--- config.mk ---
export PLATFORM = sky130hd
export DESIGN_NAME = conv2_seq_ctrl
export DESIGN_NICKNAME = d
export VERILOG_FILES = /design/src/rtl/conv2_seq_ctrl.sv
export SDC_FILE = /design/constraint.sdc
export NUM_CORES = 1
export LEC_CHECK = 0
export BUFFER_PORTS_ARGS = -buffer_cell sky130_fd_sc_hd__buf_4
export CAP_MARGIN = 25
export CORE_UTILIZATION = 40
export DETAILED_ROUTE_END_ITERATION = 8
export GPL_TIMING_DRIVEN = 0
export PLACE_DENSITY = 0.67
export SLEW_MARGIN = 20
export SYNTH_ARGS = -nofsm -noshare
export SYNTH_HDL_FRONTEND = slang
export SYNTH_SLANG_ARGS = --single-unit
--- constraint.sdc ---
create_clock -name clk -period 5.4 [get_ports clk]
set_clock_uncertainty 0.2 [all_clocks]
set_input_delay 0.27 -clock clk [delete_from_list [all_inputs] [get_ports clk]]
set_output_delay 0.27 -clock clk [all_outputs]
set_load 0.05 [all_outputs]
--- src/rtl/conv2_seq_ctrl.sv ---
// conv2 frame sequencer: streams one 3-channel feature map from the pool1 RAMs into the
// conv2 datapath, tags pointwise results with row/col and flags watchdog/surplus errors.
module conv2_seq_ctrl #(
  parameter int unsigned IMG_W     = 12,
  parameter int unsigned IMG_H     = 12,
  parameter int unsigned K         = 5,
  parameter int unsigned DATA_BITS = 15,
  parameter int unsigned ADDR_BITS = 8,
  parameter int unsigned TIMEOUT   = 1023
) (
  input  logic                 clk,
  input  logic                 rst_n,
  input  logic                 start,
  input  logic                 hold,
  output logic                 rd_en,
  output logic [ADDR_BITS-1:0] rd_addr,
  input  logic [DATA_BITS-1:0] ram_q_0,
  input  logic [DATA_BITS-1:0] ram_q_1,
  input  logic [DATA_BITS-1:0] ram_q_2,
  output logic                 valid_in,
  output logic [DATA_BITS-1:0] data_in_0,
  output logic [DATA_BITS-1:0] data_in_1,
  output logic [DATA_BITS-1:0] data_in_2,
  input  logic                 conv_valid_out,
  output logic                 wr_en,
  output logic [2:0]           out_row,
  output logic [2:0]           out_col,
  output logic                 busy,
  output logic                 done,
  output logic                 err
);

  localparam int unsigned NPIX        = IMG_W * IMG_H;
  localparam int unsigned OUT_W       = IMG_W - K + 1;
  localparam int unsigned OUT_H       = IMG_H - K + 1;
  localparam int unsigned COORD_BITS  = 3;
  localparam int unsigned WD_BITS     = $clog2(TIMEOUT + 1);
  localparam int unsigned WIN_BITS    = 5;
  localparam int unsigned SURPLUS_WIN = 16;

  localparam logic [ADDR_BITS-1:0]  LAST_ADDR = ADDR_BITS'(NPIX - 1);
  localparam logic [COORD_BITS-1:0] LAST_COL  = COORD_BITS'(OUT_W - 1);
  localparam logic [COORD_BITS-1:0] LAST_ROW  = COORD_BITS'(OUT_H - 1);
  localparam logic [WD_BITS-1:0]    WD_LIMIT  = WD_BITS'(TIMEOUT);
  localparam logic [WIN_BITS-1:0]   WIN_LOAD  = WIN_BITS'(SURPLUS_WIN);

  typedef enum logic [1:0] {IDLE, FEED, DRAIN} state_t;

  state_t                 state_q, state_nxt;
  logic                   rd_en_nxt;
  logic [ADDR_BITS-1:0]   rd_addr_nxt;
  logic [COORD_BITS-1:0]  row_q, col_q, row_nxt, col_nxt;
  logic [WD_BITS-1:0]     wdog_q, wdog_nxt;
  logic [WIN_BITS-1:0]    win_q, win_nxt;
  logic                   err_nxt, done_nxt;
  logic                   count_c, surplus_c;
  logic                   rd_en_d;

  // Next-state and next-output logic; done holds the FSM in FEED/DRAIN for one extra cycle.
  always_comb begin
    state_nxt   = state_q;
    rd_en_nxt   = 1'b0;
    rd_addr_nxt = rd_addr;
    row_nxt     = row_q;
    col_nxt     = col_q;
    wdog_nxt    = '0;
    win_nxt     = win_q;
    err_nxt     = err;
    done_nxt    = 1'b0;
    count_c     = conv_valid_out && (state_q != IDLE) && !done;
    surplus_c   = conv_valid_out && (done || ((state_q == IDLE) && (win_q != '0)));

    if (surplus_c) err_nxt = 1'b1;

    unique case (state_q)
      IDLE: begin
        if (win_q != '0) win_nxt = win_q - WIN_BITS'(1);
        if (start) begin
          state_nxt   = FEED;
          rd_en_nxt   = 1'b1;
          rd_addr_nxt = '0;
          row_nxt     = '0;
          col_nxt     = '0;
          win_nxt     = '0;
          err_nxt     = 1'b0;
        end
      end
      FEED: begin
        if (rd_en && (rd_addr == LAST_ADDR)) begin
          state_nxt   = DRAIN;
          rd_addr_nxt = '0;
        end else begin
          rd_en_nxt   = !hold;
          rd_addr_nxt = rd_addr + ADDR_BITS'(rd_en);
        end
      end
      DRAIN: begin
        // Holds the number of DRAIN cycles elapsed since the last result.
        wdog_nxt = count_c ? WD_BITS'(1) : wdog_q + WD_BITS'(1);
        if (wdog_nxt == WD_LIMIT) begin
          state_nxt = IDLE;
          err_nxt   = 1'b1;
        end
      end
      default: state_nxt = IDLE;
    endcase

    if (count_c) begin
      if (col_q == LAST_COL) begin
        col_nxt = '0;
        row_nxt = (row_q == LAST_ROW) ? '0 : row_q + COORD_BITS'(1);
      end else begin
        col_nxt = col_q + COORD_BITS'(1);
      end
      done_nxt = (row_q == LAST_ROW) && (col_q == LAST_COL);
    end

    if (done) begin
      state_nxt   = IDLE;
      rd_en_nxt   = 1'b0;
      rd_addr_nxt = '0;
      win_nxt     = WIN_LOAD;
    end
  end

  always_ff @(posedge clk or negedge rst_n) begin
    if (!rst_n) begin
      state_q   <= IDLE;
      rd_en     <= 1'b0;
      rd_addr   <= '0;
      row_q     <= '0;
      col_q     <= '0;
      wdog_q    <= '0;
      win_q     <= '0;
      err       <= 1'b0;
      done      <= 1'b0;
      busy      <= 1'b0;
      rd_en_d   <= 1'b0;
      valid_in  <= 1'b0;
      data_in_0 <= '0;
      data_in_1 <= '0;
      data_in_2 <= '0;
    end else begin
      state_q   <= state_nxt;
      rd_en     <= rd_en_nxt;
      rd_addr   <= rd_addr_nxt;
      row_q     <= row_nxt;
      col_q     <= col_nxt;
      wdog_q    <= wdog_nxt;
      win_q     <= win_nxt;
      err       <= err_nxt;
      done      <= done_nxt;
      busy      <= (state_nxt != IDLE);
      // RAM latency 1 plus one output register.
      rd_en_d   <= rd_en;
      valid_in  <= rd_en_d;
      data_in_0 <= ram_q_0;
      data_in_1 <= ram_q_1;
      data_in_2 <= ram_q_2;
    end
  end

  assign wr_en   = count_c;
  assign out_row = row_q;
  assign out_col = col_q;

endmodule

=== After elaboration in Yosys (flattened, before gate mapping) ===
Cells that the tools add are included.
W data, S select, Z words.

* Register bits after elaboration: 82
* Output and inout port bits: 65
* Logic and storage cells: 81

* $add $sub $neg: 5
* Eq/ne operators: 7
* Mux-type cells: 33
* Reduce and logical (&&, ||, !) cells: 21

{| class="wikitable"
|+ Operators with widths
! operator !! count
|-
| $mux W3 || 9
|-
| $mux W8 || 3
|-
| $mux W10 || 2
|-
| $mux W5 || 4
|-
| $pmux W8 S2 || 1
|-
| $add A10 B1 Y10 const B || 1
|-
| $eq A10 B10 Y1 const B || 1
|-
| $reduce_bool A2 Y1 || 5
|-
| $add A8 B1 Y8 || 1
|-
| $eq A8 B8 Y1 const B || 1
|-
| $mux W2 || 4
|-
| $mux W1 || 7
|-
| $add A3 B1 Y3 const B || 2
|-
| $eq A3 B3 Y1 const B || 2
|-
| $logic_and A1 B1 Y1 || 6
|-
| $pmux W2 S3 || 1
|-
| $reduce_and A2 Y1 || 3
|-
| $reduce_bool A3 Y1 || 2
|-
| $reduce_bool A5 Y1 || 1
|-
| $sub A5 B1 Y5 const B || 1
|-
| $pmux W1 S2 || 2
|-
| $ne A3 B3 Y1 const B || 1
|-
| $eq A2 B1 Y1 const B || 1
|-
| $eq A2 B2 Y1 const B || 1
|-
| 3 further kinds || 4
|}

=== Longest topological paths before layout ===
* Depth in word-level cells: 9
* Depth in mapped cells: 7

=== Least setup slack after synthesis ===
Ideal clock, no wire load.

* Kind: register to register
* From: register done
* To: register state_q[1]
* Library setup time: 0.136 ns
* Data arrival time: 1.881 ns
* Required time: 5.064 ns
* Path slack: 3.183 ns
* Stages on the path, launching flop included: 7
* Buffers on the path: 0
* Clock period less this slack: 2.217 ns
* Cells stage by stage: dfrtp_1 inv_2 o211ai_4 inv_4 or4_4 nor3_4 a311oi_1

* Longest elaborated chain between the ends: 7

{| class="wikitable"
|+ Ends and longest elaborated chain
! element !! RTL line !! RTL
|-
| start, declared || 29 || <nowiki>output logic done,</nowiki>
|-
| start signal, assigned || 152 || <nowiki>done <= done_nxt;</nowiki>
|-
| $logic_not A1 Y1 || 70 || <nowiki>count_c = conv_valid_out && (state_q != IDLE) && !done;</nowiki>
|-
| $logic_and A1 B1 Y1 || 70 ||
|-
| via wr_en || 25 || <nowiki>output logic wr_en,</nowiki>
|-
| $mux W10 || 99 || <nowiki>wdog_nxt = count_c ? WD_BITS'(1) : wdog_q + WD_BITS'(1);</nowiki>
|-
| $eq A10 B10 Y1 || 100 || <nowiki>if (wdog_nxt == WD_LIMIT) begin</nowiki>
|-
| $mux W2 || 100 ||
|-
| $pmux W2 S3 || 75 || <nowiki>unique case (state_q)</nowiki>
|-
| $mux W2 || 118 || <nowiki>if (done) begin</nowiki>
|-
| via state_nxt[1] || 49 || <nowiki>state_t state_q, state_nxt;</nowiki>
|-
| end signal, assigned || 144 || <nowiki>state_q <= state_nxt;</nowiki>
|-
| end, declared || 49 ||
|}

The timed path passes the listed nets, and every way through them passes these cells.
A chain may end at the register's enable or synchronous reset.

=== Final worst setup path ===
* From: register win_q[0]
* To: register win_q[3]

* Longest elaborated chain between the ends: 5

{| class="wikitable"
|+ Ends and longest elaborated chain
! element !! RTL line !! RTL
|-
| start, declared || 54 || <nowiki>logic [WIN_BITS-1:0] win_q, win_nxt;</nowiki>
|-
| start signal, assigned || 150 || <nowiki>win_q <= win_nxt;</nowiki>
|-
| $sub A5 B1 Y5 || 77 || <nowiki>if (win_q != '0) win_nxt = win_q - WIN_BITS'(1);</nowiki>
|-
| $mux W5 || 77 ||
|-
| $mux W5 || 78 || <nowiki>if (start) begin</nowiki>
|-
| $mux W5 || 75 ||
|-
| $mux W5 || 118 ||
|}

Several ways; a longest one is shown, not always the timed one. The select of a mux whose other input is x is not followed.

==> qor.yml <==
status:
  status: "finished clean"
detailed_routing:
  drc: 0
  wl_per_cell_um: 12.9
  ant_nets: 0
  wl_met3_um: 401
  drt_wl_total_um: 6510
  top_layer_used: "met4"
  wl_met1_um: 2870
  dr_total_vias: 2366
  met2_length_um: 3160
  drt_iter0_drc: 140
  drtPass1Iterations: 4
  via_per_inst: 4.70
clock_network:
  cts_resized: 0
  insertion_delay_ps: 340
  cts_tree: "done"
  path_clk_slew_ps: 80
  cts.htree.levels: 3
  cts_root_buf: "clkbuf_8"
  post_cts_buffers: 0
  cts_buffer_depth: 2
  cts_buffers: 9
  cts.sinks: 82
  ctsHoldBuffers: 47
pwr:
  p_per_area_nw_per_um2: 366
  power_frac_comb: 0.287
  power_frac_seq: 0.433
  p_leak_nw: 2.23
  p_clk_frac: 0.280
  vdd_drop_max_mv: 0.231
  p_int_w: 0.00114
  power.switching_w: 0.000573
  p_sw_frac: 0.335
critical_path:
  r2r-end: "win_q[3]$_DFFE_PN0P_"
  cp-start-kind: "flip-flop"
  r2r_start: "win_q[0]$_DFFE_PN0P_"
  worstPathMaxFanout: 4
  worstSetupPathType: "flip-flop to flip-flop"
  reg2reg_depth: 7
  worst-endpoint-required_ps: 5430
  worst_setup_path_end_kind: "flip-flop"
  worstPathArrival_ps: 2110
  reg2reg_slack_ps: 3310
sta:
  fmax_mhz: 479
  timing.final.ws_setup_ps: 3310
  fin_crit_ps: 2090
  hold-worst-slack_ps: 92.4
  max_slew_margin: 0.512
  setup_violations: 0
  worstMarginPinSlew_ps: 732
  slew_viol_final: 0
  min_period_over_period: 0.386
  rsz0062_at_grt: "false"
  setup_tns_ps: 0
  hold_viol: 0
die:
  die_h_um: 88.7
  die-area_um2: 7860
  dieWidth_um: 88.7
  num_io_pins: 115
  core_um2: 7250
  start_util: 0.414
  num_rows: 31
min_path:
  hp-class: "input pin to flip-flop"
  holdPathEnd: "out_col[0]$_DFFE_PN0P_"
  hold_start: "conv_valid_out"
  min_path_cells: 3
synthesis:
  yosysWarningCount: 0
  synth-seq-cells: 82
  syn_inst: 229
  syn_nets: 287
  synth_edf_count: 0
  synth.avg_cell_area_um2: 13.1
  synthArstFlopShare: 1.00
  ys.flop_type: "dfrtp_1"
  yosysSeqAreaShare: 0.683
  synth_area_um2: 3010
  ys_types: 44
finish:
  drive_gt1_frac: 0.349
  layout.filler_cells: 560
  layoutNonFillerInstCount: 503
  antennaDiodeCount: 0
  final_cell_mix: "buf_4, dfrtp_1, dlygate4sd3_1"
  design_area_um2: 4670
  mostFrequentLayoutCell: "buf_4"
  syn_to_final_growth_pct: 55.4
  nets: 458
global_routing:
  grt_use_total: 0.172
  grt_overflow_total: 0
  antenna_found_initial: 0
  grt_max_degree: 83
  grt_pass1_vias: 2193
  grt_pass1_wl_um: 10100
placed_design:
  finalWeightedCongestion: 0.809
  pre_cts_slack_ps: 3340
  port_buffers: 113
  post-place-cells: 441
  placed_cell_area_um2: 3980
  dp.final_hpwl_um: 4140
flow_run:
  max-cap-violations: 0
worst max path at each step:
stage | start | slack [ps] | to
floorplan | done$_DFF_PN0_ | 3180 | state_q[1]$_DFF_PN0_
finish | win_q[0]$_DFFE_PN0P_ | 3310 | win_q[3]$_DFFE_PN0P_
global route | win_q[0]$_DFFE_PN0P_ | 3140 | win_q[3]$_DFFE_PN0P_
detailed placement | win_q[0]$_DFFE_PN0P_ | 3340 | win_q[3]$_DFFE_PN0P_
global placement | win_q[0]$_DFFE_PN0P_ | 3380 | win_q[3]$_DFFE_PN0P_
CTS | win_q[0]$_DFFE_PN0P_ | 3310 | win_q[3]$_DFFE_PN0P_
routing by layer:
layer / vias up / global-route usage
met4: 0 / 0.0616
met1: 1123 / 0.205
met5: - / 0
met2: 78 / 0.295
met3: 6 / 0.0513
li1: 1159 / -
worst max-delay path, stage by stage, from the launching register on:
cell and delay, ps:
dfrtp_1 420, inv_1 70, ha_1 170, or4b_1 470, o21a_1 210, o21ai_0 230, xor2_1 160, nor2_1 50
area by class of cell:
class	instances	area (um2)	share of cell area
plain buffers	3	15.0	0.00322
clock buffers	11	141	0.0303
clock inverters	4	76.3	0.0163
inverters	6	25.0	0.00536
multi-input cells	138	913	0.196
flip-flops and latches	82	2050	0.439
well taps	99	124	0.0265
repair buffers	160	1320	0.283
through the flow:
stage	util	power, W
2_1_floorplan	-	0.00105
3_3_place_gp	0.548	0.00121
3_5_place_dp	0.548	0.00122
4_1_cts	0.643	0.00173
5_1_grt	0.644	0.00179
6_report	0.644	0.00171
sequential cells by signal, summed over array words and instances (netlist names), 2 cells and up:
signal,cells
data_in_0,15
data_in_1,15
data_in_2,15
out_col,3
out_row,3
rd_addr,8
state_q,2
wdog_q,10
win_q,5
synth_stat cells, types with 2 or more instances:
master,instances,area [um2]
nand4_1,4,25.0
nand4b_1,3,26.3
o41ai_1,2,17.5
and2b_2,2,17.5
o31ai_1,4,30.0
clkbuf_1,2,7.51
a31oi_1,3,18.8
a21oi_1,6,30.0
ha_1,8,100
nor3_1,3,15.0
nand3_1,13,65.1
a22o_1,2,17.5
dfrtp_1,82,2050
nor2_1,16,60.1
xnor2_1,4,35.0
xor2_1,7,61.3
inv_1,4,15.0
nand2_1,24,90.1
and3_1,2,12.5
o21ai_0,13,65.1
and3_2,2,15.0
cells by family (layout without fill, tap and decap cells):
kind of cell / Yosys count / count (layout) / synth area share
adders and majority gates: 8 / 8 / 0.0333
DFF: 82 / 82 / 0.683
xor gates and xnor gates: 11 / 11 / 0.0321
buffers and inverters: 9 / 184 / 0.0133
and+or+nand+nor: 76 / 76 / 0.132
AOI/OAI and AO/OA: 43 / 43 / 0.107
power groups by stage:
stage                     logic, W  clock network, W  registers, W
after global placement    0.000458                 0      0.000748
after global routing      0.000527          0.000516      0.000750
after CTS                 0.000495          0.000496      0.000739
after detailed placement  0.000468                 0      0.000750
after floorplan           0.000123                 0      0.000928
final                     0.000491          0.000478      0.000740
No activity file was read; power rests on OpenSTA's default activity.
